$ cat src/rtl/apb_master_bridge.sv
// apb_master_bridge
// Turns core-side req/gnt/rvalid accesses into APB transfers: one SETUP cycle
// with psel=1/penable=0, then ACCESS cycles with psel=1/penable=1 until pready.
// Out-of-window addresses and partial-word writes are answered locally with
// err_o=1 and never reach the bus. A stalled slave is aborted after
// TIMEOUT_CYCLES ACCESS cycles.
//
// Handshake: gnt_o is combinational and equals req_i only in IDLE. A granted
// request is captured on the same rising edge. Exactly one rvalid_o pulse
// answers each grant. No new grant is given before the cycle after rvalid_o.
//
// Ports
//   clk, rst                   clock, asynchronous active-high reset
//   req_i/gnt_o                core request / accept
//   we_i, addr_i, wdata_i, be_i  core access attributes
//   rvalid_o, rdata_o, err_o   core response (one-cycle pulse; data and flag hold)
//   paddr, pwdata, pwrite, psel, penable  APB master outputs
//   prdata, pready, pslverr    APB slave response
//   state_dbg                  current FSM state (0 IDLE, 1 SETUP, 2 ACCESS, 3 RESP)
module apb_master_bridge #(
  parameter int                        APB_ADDR_WIDTH = 32,
  parameter int                        APB_DATA_WIDTH = 32,
  parameter logic [APB_ADDR_WIDTH-1:0] WIN_START      = 32'h1A10_0000,
  parameter logic [APB_ADDR_WIDTH-1:0] WIN_END        = 32'h1A13_0000,
  parameter int                        TIMEOUT_CYCLES = 255
) (
  input  logic                        clk,
  input  logic                        rst,
  input  logic                        req_i,
  output logic                        gnt_o,
  input  logic                        we_i,
  input  logic [APB_ADDR_WIDTH-1:0]   addr_i,
  input  logic [APB_DATA_WIDTH-1:0]   wdata_i,
  input  logic [APB_DATA_WIDTH/8-1:0] be_i,
  output logic                        rvalid_o,
  output logic [APB_DATA_WIDTH-1:0]   rdata_o,
  output logic                        err_o,
  output logic [APB_ADDR_WIDTH-1:0]   paddr,
  output logic [APB_DATA_WIDTH-1:0]   pwdata,
  output logic                        pwrite,
  output logic                        psel,
  output logic                        penable,
  input  logic [APB_DATA_WIDTH-1:0]   prdata,
  input  logic                        pready,
  input  logic                        pslverr,
  output logic [1:0]                  state_dbg
);

  typedef enum logic [1:0] {
    IDLE   = 2'd0,
    SETUP  = 2'd1,
    ACCESS = 2'd2,
    RESP   = 2'd3
  } state_t;

  // The counter only has to reach TIMEOUT_CYCLES-1: the abort is taken in the
  // ACCESS cycle that would have made it TIMEOUT_CYCLES.
  localparam int                        CW       = (TIMEOUT_CYCLES < 2) ? 1 : $clog2(TIMEOUT_CYCLES);
  localparam logic [CW-1:0]             CNT_LAST = CW'(TIMEOUT_CYCLES - 1);
  localparam logic [APB_DATA_WIDTH/8-1:0] BE_ALL = '1;

  state_t        state;
  logic [CW-1:0] cnt;
  logic          in_win;
  logic          partial_wr;

  assign in_win     = (addr_i >= WIN_START) && (addr_i <= WIN_END);
  assign partial_wr = we_i && (be_i != BE_ALL);
  assign gnt_o      = (state == IDLE) && req_i;
  assign state_dbg  = state;

  always_ff @(posedge clk or posedge rst) begin
    if (rst) begin
      state    <= IDLE;
      cnt      <= '0;
      rvalid_o <= 1'b0;
      rdata_o  <= '0;
      err_o    <= 1'b0;
      paddr    <= '0;
      pwdata   <= '0;
      pwrite   <= 1'b0;
      psel     <= 1'b0;
      penable  <= 1'b0;
    end else begin
      case (state)
        IDLE: begin
          if (req_i) begin
            paddr  <= addr_i;
            pwrite <= we_i;
            pwdata <= wdata_i;
            if (!in_win || partial_wr) begin
              // Answered locally; the APB bus stays idle.
              rvalid_o <= 1'b1;
              err_o    <= 1'b1;
              rdata_o  <= '0;
              state    <= RESP;
            end else begin
              psel    <= 1'b1;
              penable <= 1'b0;
              cnt     <= '0;
              state   <= SETUP;
            end
          end
        end
        SETUP: begin
          penable <= 1'b1;
          state   <= ACCESS;
        end
        ACCESS: begin
          // pready is checked first so a completion in the last allowed
          // cycle is a normal response, not a timeout.
          if (pready) begin
            psel     <= 1'b0;
            penable  <= 1'b0;
            rvalid_o <= 1'b1;
            err_o    <= pslverr;
            rdata_o  <= pwrite ? '0 : prdata;
            state    <= RESP;
          end else if (cnt == CNT_LAST) begin
            psel     <= 1'b0;
            penable  <= 1'b0;
            rvalid_o <= 1'b1;
            err_o    <= 1'b1;
            rdata_o  <= '0;
            state    <= RESP;
          end else begin
            cnt <= cnt + 1'b1;
          end
        end
        RESP: begin
          rvalid_o <= 1'b0;
          state    <= IDLE;
        end
        default: state <= IDLE;
      endcase
    end
  end

endmodule
$ cat config.mk
export PLATFORM = sky130hd
export DESIGN_NAME = apb_master_bridge
export DESIGN_NICKNAME = d
export VERILOG_FILES = /design/src/rtl/apb_master_bridge.sv
export SDC_FILE = /design/constraint.sdc
export NUM_CORES = 1
export LEC_CHECK = 0
export CAP_MARGIN = 10
export CELL_PAD_IN_SITES_DETAIL_PLACEMENT = 1
export CELL_PAD_IN_SITES_GLOBAL_PLACEMENT = 2
export CORE_UTILIZATION = 24
export DETAILED_ROUTE_END_ITERATION = 6
export PLACE_DENSITY = 0.85
export SLEW_MARGIN = 20
export SYNTH_ARGS = -nofsm -noshare
export SYNTH_HDL_FRONTEND = slang
export SYNTH_SLANG_ARGS = --single-unit
$ cat constraint.sdc
create_clock -name clk -period 3.9 [get_ports clk]
set_clock_uncertainty 0.2 [all_clocks]
set_input_delay 0.78 -clock clk [delete_from_list [all_inputs] [get_ports clk]]
set_output_delay 0.78 -clock clk [all_outputs]
set_load 0.01 [all_outputs]
[After elaboration in Yosys (flattened, before gate mapping)]
Index checks and enable logic that the tools add are counted.
Storage, ports and cells
  flip-flop bits (word level): 111
  input port bits: 106
  word-level logic and storage cells: 71
Operators by class
  $add $sub $neg: 1
  order comparisons: 2
  eq/ne operators: 11
  multiplexer cells: 31
  reductions and logical operators: 16
Operators with widths (count)
  2-to-1 mux 32 bit: 5
  case mux 32 bit (2 select lines): 1
  >= comparator 32 x 29 -> 1 bit (second input constant): 1
  <= comparator 32 x 29 -> 1 bit (second input constant): 1
  2-to-1 mux 8 bit: 4
  case mux 8 bit (2 select lines): 1
  AND reduction 4 bit: 4
  2-to-1 mux 1 bit: 11
  adder 8 x 1 -> 8 bit (second input constant): 1
  equality test 8 bit (second input constant): 1
  2-to-1 mux 2 bit: 4
  inequality test 2 bit (second input constant): 4
  case mux 2 bit (4 select lines): 1
  case mux 1 bit (3 select lines): 2
  nonzero test 3 bit: 2
  AND reduction 5 bit: 1
  equality test 2 bit (second input constant): 2
  inequality test 4 bit (second input constant): 1
  case mux 1 bit (2 select lines): 2
  AND reduction 2 bit: 2
  logical AND 1 bit: 3
  inequality test 3 bit (second input constant): 1
  equality test 2 x 1 -> 1 bit (second input constant): 1
  zero test 2 bit: 1
  4 further kinds: 4

[Logic depth before layout (Yosys ltp)]
Gate-level depths: netlist of run 1.
  depth after elaboration: 7
  mapped depth: 9

[Least setup slack after synthesis of run 1]
Ideal clock, no wire load.
  path kind: input to register
  from: input addr_i[1]
  to: register penable
  data arrival time: 2407 ps
  data required time: 3575 ps
  slack: 1168 ps
  stages on the path: 6
  cell sequence: or4_1 nor2_1 a22oi_1 or2_2 a211oi_1 mux2_2
On the way
  word-level cells in the longest chain between the ends: 6
Ends and longest elaborated chain
  start, declared: line 32  | input logic [APB_ADDR_WIDTH-1:0] addr_i,
  >= comparator 32 x 29 -> 1 bit / <= comparator 32 x 29 -> 1 bit (equally long branches): line 67  | assign in_win = (addr_i >= WIN_START) && (addr_i <= WIN_END);
  logical AND 1 bit *: line 67
  zero test 1 bit *: line 91  | if (!in_win || partial_wr) begin
  logical OR 1 bit *: line 91
  inequality test 2 bit (no line) *
  AND reduction 4 bit (no line) *
  end signal, assigned: line 99  | penable <= 1'b0;
  end signal, assigned: line 106  | penable <= 1'b1;
  end signal, assigned: line 114  | penable <= 1'b0;
  end, declared: line 42  | output logic penable,
Mark *: on every way between the ends. The rest lies on a longest branch, timed or not.
A chain may end at the register's enable or synchronous reset.

[Worst setup path in the final report of run 1]
  from: register state[1] (netlist: state_dbg[1])
  to: output gnt_o
On the way
  word-level cells in the longest chain between the ends: 2
Ends and longest elaborated chain
  start, declared: line 62  | state_t state;
  start signal, assigned: line 74  | state <= IDLE;
  start signal, assigned: line 96  | state <= RESP;
  start signal, assigned: line 101  | state <= SETUP;
  zero test 2 bit: line 69  | assign gnt_o = (state == IDLE) && req_i;
  logical AND 1 bit: line 69
  end, declared: line 30  | output logic gnt_o,
No other way between the ends.

==> impl_metrics.csv, run 1 <==
group,metric,value,unit
routing,drt_iter0_markers,92,
clock_tree,cts.sinks,111,
final_layout,final_core_util,38.0,%
synthesis,synth-seq-area-share,56.4,%
clock_tree,cts_buffers,9,
synthesis,syn_area_per_cell,12.5,um^2
sta,period_share,80.2,%
die,die_h,145,um
routing,via_count,3908,
routing,drc,0,
synthesis,yosys_warnings,0,
placed_design,post-dp-hpwl,11.3,mm
die,die_w,145,um
worst_setup_path,path_cells,"inv_1, ha_1, nand2_1, inv_2, clkdlybuf4s50_1",
sta,relSlewSlack,43.1,%
final_layout,fill_cells,2215,
global_routing,grt_use_total,14.7,%
routing,detail_route.wl_per_cell,16.9,um
final_layout,area_delta_synth_final,55.6,%
sta,worstMarginPinSlew,0.852,ns
worst_setup_path,end_kind,"output pin",
clock_tree,path_clk_slew,0.08,ns
routing,ant_nets,0,
global_routing,grt_pass1_vias,4449,
synthesis,synth_ff_type,"dfrtp_1",
clock_tree,cts_max_level,3,
final_layout,drive_gt1_share,16.3,%
die,die_area,21100,um^2
synthesis,synth_edf_count,0,
placed_design,gp_congestion,0.749,
synthesis,ys_ff_latch,111,
clock_tree,clockRootBuffer,"clkbuf_16",
synthesis,ys_async_sr_fraction,100,%
clock_tree,cts_resized,0,
hold_path,hp-class,"reg -> reg",
power_and_ir_drop,p_leak,3.24,nW
placed_design,place_area,7370,um^2
worst_setup_path,worstPathMaxFanout,8,
final_layout,diodes,0,
clock_tree,hold_buffers,0,
worst_setup_path,slowest_delay,0.62,ns
power_and_ir_drop,power.total,0.00547,W
die,io_pins,210,
worst_setup_path,crit_path_start_kind,"flop",
global_routing,grt_pass1_wl,24.3,mm
clock_tree,clkLatencyLatePin,0.35,ns
worst_setup_path,arrival,2.15,ns
sta,finalSetupViolCount,0,
synthesis,syn-cell-area,4920,um^2
global_routing,grt_max_degree,47,
sta,tns,0,ns
global_routing,grt.overflow.total,0,
sta,hold_violations,0,
worst_setup_path,required,2.92,ns
synthesis,post_synth_num_cell_types,43,
routing,routed_wl,14.9,mm
placed_design,io_buffers,209,
sta,period_minus_slack,3.13,ns
clock_tree,cts_tree,"done",
final_layout,stdcell_area,7660,um^2
routing,viasPerCell,4.43,
clock_tree,post_cts_buffers,0,
final_layout,layout.nets,721,
power_and_ir_drop,ir_worst_vdd,0.000248,V
power_and_ir_drop,power_density,714,nW/um^2
die,rows,52,
worst_setup_path,slowest_stage,"clkdlybuf4s50_1",
run,max_cap_viol_count,0,
die,core,20200,um^2
global_routing,antenna_found_initial,0,
worst_setup_path,criticalPathCategory,"reg -> out",
sta,rsz0062_at_grt,"false",
sta,slew_violations,0,
sta,max_freq,320,MHz
die,initial_core_util,24.4,%
synthesis,syn-instance-count,395,
status,status,"finished, final reports clean",
routing,dr.pass1.iters,4,
clock_tree,cts_buffer_depth,2,
synthesis,synth_nets,509,
## worst max-delay path: cells and delay by family, from the launching register on
family / cells / cell delay, ns
adders and majority gates: 1 / 0.32
buffers and inverters: 3 / 0.88
DFF: 1 / 0.46
and+or+nand+nor: 1 / 0.14
## synthesized netlist by cell type (4+ instances only)
cell type,instances,share of area (%)
buf_1,6,0.46
and3_1,5,0.64
mux2i_1,35,7.1
o21ai_0,5,0.51
nor2_1,8,0.61
inv_1,41,3.1
nand3_1,5,0.51
nand2_1,41,3.1
nor4_1,4,0.51
dfrtp_1,111,56
a211o_1,4,0.71
a21oi_1,4,0.41
ha_1,8,2.0
mux2_2,66,15
clkbuf_1,4,0.30
## registers in the layout, indices dropped and copies added, names as in the netlist
signal	flops
penable	1
pwdata	32
rvalid_o	1
psel	1
paddr	32
pwrite	1
err_o	1
rdata_o	32
cnt	8
state_dbg	2
## stage by stage
step	setup slack [ns]	std cells	hold slack, ns
3_3_place_gp	0.587	866	0.288
6_report	0.772	882	0.307
2_1_floorplan	1.17	395	0.295
4_1_cts	0.743	882	0.313
3_5_place_dp	0.526	866	0.294
5_1_grt	0.661	882	0.327
## cell families after synthesis
group           count (synthesis)  share of synthesized area, %
compound gates                 37                          6.20
buf+inv                        56                          4.75
mux                           101                          22.2
fa+ha+maj                       8                          2.03
flops                         111                          56.4
simple gates                   82                          8.39
## power by group
group          total (W)  internal (W)  leakage [nW]  switching (W)
registers        0.00192       0.00164          1.39       0.000286
clock network   0.000924      0.000466         0.144       0.000458
logic            0.00262       0.00151          1.70        0.00111
total            0.00547       0.00361          3.24        0.00186
## cells in the final DEF (no fill, tap or decap), types with 4 or more instances in the layout
cell / n
nor4_1: 4
ha_1: 8
nor2_1: 7
and3_1: 5
dfrtp_1: 111
o21ai_0: 5
nand2_1: 41
mux2i_1: 35
clkbuf_16: 9
clkdlybuf4s50_1: 209
mux2_2: 66
inv_1: 40
a21oi_1: 4
nand3_1: 5
## final cells by class
cell class / instances / area, um^2 / share of cell area (%)
Sequential cell: 111 / 2780 / 36.3
Timing Repair Buffer: 215 / 2170 / 28.4
Multi-Input combinational cell: 228 / 1920 / 25.0
Tap cell: 270 / 338 / 4.41
Clock buffer: 11 / 243 / 3.17
Inverter: 42 / 161 / 2.11
Clock inverter: 5 / 48.8 / 0.637
## worst paths after layout
| path | from | endpoint | slack, ns | depth (start not counted) |
|---|---|---|---|---|
| min in group asynchronous | rst | rdata_o[6] | 0.76 | 2 |
| setup / recovery | state_dbg[1] | gnt_o | 0.77 | 5 |
| setup reg to reg | state_dbg[0] | cnt[5] | 1.06 | 8 |
| max in group asynchronous | rst | cnt[2] | 2.01 | 3 |
| hold reg to reg | paddr[26] | paddr[26] | 0.31 | 1 |
| hold / removal | paddr[26] | paddr[26] | 0.31 | 1 |
## layer usage
metal	wire length [um]	global-route usage, %	up-vias
met4	390	6.63	0
met1	5710	16.1	1993
met5	0	0	-
met3	670	3.30	20
met2	8100	26.9	111
li1	-	-	1784
No activity file was read; power rests on OpenSTA's default activity.
==> run 2, diff against run 1 <==
- CORE_UTILIZATION: 24 -> 26
- PLACE_DENSITY: 0.85 -> 0.87
- clock period: 3.9 -> 3.2 ns (I/O delays scaled with it)
==> run 2 against run 1 <==
Clock power increased by 31%. Die area down 7.6%. Highest routed layer unchanged. First-iteration DRC count shrank 6.5%. Flip-flop and latch count unchanged. Register-to-register slack worse by 0.51 ns. Critical endpoint unchanged. Largest cell class unchanged. Final cell count is 4.5% lower. Worst setup slack got worse by 0.55 ns. Routed wire length shrank 0.98%. Critical path depth unchanged.
==> impl_metrics.csv, run 2 (synthesis gave the netlist of run 1 again) <==
group,metric,value,unit
placed_design,place_area,7310,um^2
power_and_ir_drop,power.total,0.00676,W
clock_tree,cts_resized,0,
final_layout,most-common-layout-cells,"209 x clkdlybuf4s50_1, 111 x dfrtp_1, 66 x mux2_2, 41 x nand2_1, 40 x inv_1",
final_layout,drive_gt1_share,16.6,%
worst_setup_path,end_kind,"output pin",
global_routing,grt_use_met2,27.4,%
routing,drt_iter0_markers,86,
hold_path,hp-class,"reg -> reg",
sta,period_share,92.9,%
routing,routed_wl,14.7,mm
placed_design,post-dp-hpwl,11.1,mm
die,io_pins,210,
routing,viasPerCell,4.59,
clock_tree,cts_buffer_depth,2,
final_layout,mostFrequentLayoutCell,"clkdlybuf4s50_1",
global_routing,globalRoute.busiestLayer,"met2",
sta,tns,0,ns
global_routing,grt_pass1_vias,4425,
routing,drc,0,
final_layout,diodes,0,
global_routing,grt_max_degree,112,
sta,worstMarginPinSlew,0.623,ns
placed_design,gp_congestion,0.751,
worst_setup_path,criticalPathCategory,"reg -> out",
global_routing,grt_pass1_wl,23.9,mm
clock_tree,clkLatencyLatePin,0.35,ns
worst_setup_path,required,2.36,ns
die,rows,49,
clock_tree,cts_tree,"done",
clock_tree,cts.sinks,111,
final_layout,multi_input_area,1920,um^2
sta,finalSetupViolCount,0,
power_and_ir_drop,ir_worst_vdd,0.000443,V
worst_setup_path,rrSetupSlack,0.55,ns
sta,period_minus_slack,2.97,ns
routing,dr.pass1.iters,4,
global_routing,grt.overflow.total,0,
sta,slew_violations,0,
die,die_h,140,um
clock_tree,hold_buffers,0,
clock_tree,cts_buffers,9,
worst_setup_path,worstPathMaxFanout,8,
global_routing,grt.met1_usage,17.9,%
clock_tree,path_clk_slew,0.08,ns
global_routing,grt_use_met3,4.75,%
final_layout,stdcell_area,7630,um^2
routing,ant_nets,0,
placed_design,io_buffers,209,
status,status,"finished, final reports clean",
die,die_w,140,um
power_and_ir_drop,p_leak,3.25,nW
die,core,18300,um^2
routing,detail_route.wl_per_cell,17.5,um
sta,finalHoldWorstSlack,0.311,ns
final_layout,area_delta_synth_final,55.0,%
die,die_area,19500,um^2
final_layout,fill_cells,1964,
clock_tree,post_cts_buffers,0,
global_routing,grt_use_total,15.7,%
final_layout,seq_area,2780,um^2
sta,rsz0062_at_grt,"false",
global_routing,antenna_found_initial,0,
power_and_ir_drop,power_density,886,nW/um^2
routing,via_count,3864,
worst_setup_path,arrival,2.13,ns
sta,relSlewSlack,58.5,%
final_layout,layout.nets,722,
final_layout,largest_registers,"paddr x32, pwdata x32, rdata_o x32",
run,max_cap_viol_count,0,
worst_setup_path,crit_path_start_kind,"flop",
sta,max_freq,336,MHz
clock_tree,clockRootBuffer,"clkbuf_16",
sta,hold_violations,0,
die,initial_core_util,26.9,%
clock_tree,cts_max_level,3,
run 2: cell type report:
cell class | count | area share (%)
multi-input combinational | 228 | 25.1
timing repair buffer | 216 | 28.4
inverter | 42 | 2.12
sequential | 111 | 36.4
clock buffer | 9 | 2.95
tap | 229 | 3.75
clock inverter | 7 | 1.25
run 2: critical path: stages (launching register included):
cell	delay (ns)
dfrtp_1	0.44
inv_1	0.14
ha_1	0.33
nand2_1	0.13
inv_2	0.16
clkdlybuf4s50_1	0.57
run 2: final timing paths:
path / startpoint / endpoint / cells past startpoint
setup / recovery: state_dbg[0] / gnt_o / 5
hold / removal: pwdata[8] / pwdata[8] / 1
setup reg to reg: state_dbg[0] / cnt[7] / 9
hold reg to reg: pwdata[8] / pwdata[8] / 1
max in group asynchronous: rst / rvalid_o / 3
min in group asynchronous: rst / paddr[8] / 3
run 2: power breakdown:
group          switching [W]  internal (W)
clock               0.000581      0.000634
combinational        0.00137       0.00185
sequential          0.000343       0.00199
run 2: layer usage:
layer,wire length (um),vias up
li1,-,1786
met3,833,24
met4,449,0
met5,0,-
met2,7640,105
met1,5800,1949
run 2: through the flow:
stage,utilization [%],instances,setup slack [ns]
6_report,41.8,842,0.227
5_1_grt,41.8,842,0.0785
4_1_cts,41.8,842,0.198
3_5_place_dp,40.0,826,-0.0144
3_3_place_gp,40.0,826,0.0429
2_1_floorplan,-,395,0.608
==> run 3, diff against run 2 <==
- HOLD_SLACK_MARGIN: unset -> 0.15
- MAX_ROUTING_LAYER: unset -> met4
==> run 3 against run 2 <==
Combinational power about the same. Critical endpoint unchanged. Final cell count unchanged. Final area unchanged. Via count up 0.21%. Core utilization unchanged. Sequential share of layout area unchanged. Global-route usage up 0.53 points. Die area unchanged. Register-to-register slack about the same.
==> impl_metrics.csv, run 3 (synthesis gave the netlist of run 1 again) <==
group,metric,value,unit
status,status,"finished, final reports clean",
sta,tns,0,ns
clock_tree,clockRootBuffer,"clkbuf_16",
placed_design,gp_congestion,0.761,
worst_setup_path,arrival,2.14,ns
clock_tree,path_clk_slew,0.08,ns
worst_setup_path,criticalPathCategory,"reg -> out",
sta,rsz0062_at_grt,"false",
die,die_w,140,um
die,rows,49,
routing,dr.pass1.iters,4,
hold_path,hp-class,"reg -> reg",
worst_setup_path,worstPathMaxFanout,8,
global_routing,grt.overflow.total,0,
global_routing,grt_max_degree,112,
worst_setup_path,required,2.36,ns
clock_tree,cts_buffer_depth,2,
power_and_ir_drop,ir_worst_vdd,0.000442,V
routing,viasPerCell,4.60,
die,core,18300,um^2
run,max_cap_viol_count,0,
sta,period_minus_slack,2.98,ns
final_layout,final_core_util,41.8,%
routing,ant_nets,0,
routing,via_count,3872,
die,die_area,19500,um^2
placed_design,post-dp-hpwl,11.1,mm
final_layout,area_delta_synth_final,55.0,%
global_routing,grt_use_total,16.2,%
routing,drt_iter0_markers,78,
routing,drc,0,
worst_setup_path,crit_path_start_kind,"flop",
final_layout,layout.nets,722,
sta,hold_violations,0,
global_routing,grt_pass1_vias,4420,
die,die_h,140,um
die,initial_core_util,26.9,%
routing,routed_wl,14.7,mm
worst_setup_path,end_kind,"output pin",
die,io_pins,210,
final_layout,fill_cells,1964,
sta,setup_slack,0.216,ns
sta,slew_violations,0,
sta,finalSetupViolCount,0,
placed_design,dp_cells,826,
sta,max_freq,335,MHz
power_and_ir_drop,p_leak,3.25,nW
final_layout,drive_gt1_share,16.6,%
global_routing,grt_pass1_wl,23.8,mm
sta,period_share,93.2,%
clock_tree,cts_tree,"done",
placed_design,io_buffers,209,
placed_design,dp_slack,-0.0144,ns
clock_tree,cts.sinks,111,
clock_tree,cts_max_level,3,
clock_tree,post_cts_buffers,0,
clock_tree,cts_resized,0,
final_layout,layoutNonFillerInstCount,842,
sta,relSlewSlack,57.7,%
power_and_ir_drop,power_density,887,nW/um^2
final_layout,mostFrequentLayoutCell,"clkdlybuf4s50_1",
clock_tree,hold_buffers,0,
clock_tree,clkLatencyLatePin,0.35,ns
final_layout,diodes,0,
clock_tree,cts_buffers,9,
final_layout,most-common-layout-cells,"209 x clkdlybuf4s50_1, 111 x dfrtp_1, 66 x mux2_2, 41 x nand2_1, 40 x inv_1",
sta,worstMarginPinSlew,0.635,ns
global_routing,antenna_found_initial,0,
routing,detail_route.wl_per_cell,17.5,um
final_layout,largest_registers,"paddr x32, pwdata x32, rdata_o x32",
## run 3: cell counts in the layout (fill, tap and decap cells not counted)
Identical to the previous run, type by type.
## run 3: cell type report
| cell class | count | area (um^2) | share of cell area [%] |
|---|---|---|---|
| clock buffers | 9 | 225 | 2.95 |
| clock inverters | 7 | 95.1 | 1.25 |
| inverters | 42 | 161 | 2.12 |
| multi-input cells | 228 | 1920 | 25.1 |
| flip-flops and latches | 111 | 2780 | 36.4 |
| well taps | 229 | 287 | 3.75 |
| repair buffers | 216 | 2170 | 28.4 |
## run 3: critical path: stages (launching register included)
cell,delay [ns]
dfrtp_1,0.44
inv_1,0.14
ha_1,0.33
nand2_1,0.13
inv_2,0.16
clkdlybuf4s50_1,0.58
## run 3: final timing paths
check                              from          end  slack (ns)  depth (start not counted)
max                        state_dbg[0]        gnt_o        0.22                          5
min                           paddr[27]    paddr[27]        0.31                          1
max reg2reg                state_dbg[0]       cnt[7]        0.55                          9
min reg2reg                   paddr[27]    paddr[27]        0.31                          1
max in group asynchronous           rst  rdata_o[12]        1.70                          3
min in group asynchronous           rst    pwdata[4]        0.60                          3
## run 3: layer usage
layer | global-route usage (%) | wire length (um)
met2 | 27.4 | 7660
met1 | 18.5 | 5920
met3 | 4.03 | 675
met5 | - | 0
met4 | 6.42 | 442
## run 3: power breakdown
| group | switching [W] | internal, W | leakage, nW |
|---|---|---|---|
| Combinational | 0.00137 | 0.00185 | 1.70 |
| Clock | 0.000582 | 0.000634 | 0.157 |
| Sequential | 0.000343 | 0.00199 | 1.39 |
## run 3: through the flow
stage / hold slack (ns) / cell area [um^2] / total power [W]
after detailed placement: 0.294 / 7310 / 0.00564
after global placement: 0.288 / 7310 / 0.00549
after CTS: 0.314 / 7630 / 0.00688
final: 0.311 / 7630 / 0.00677
after global routing: 0.331 / 7630 / 0.00718
after floorplan: 0.295 / 4930 / 0.00390
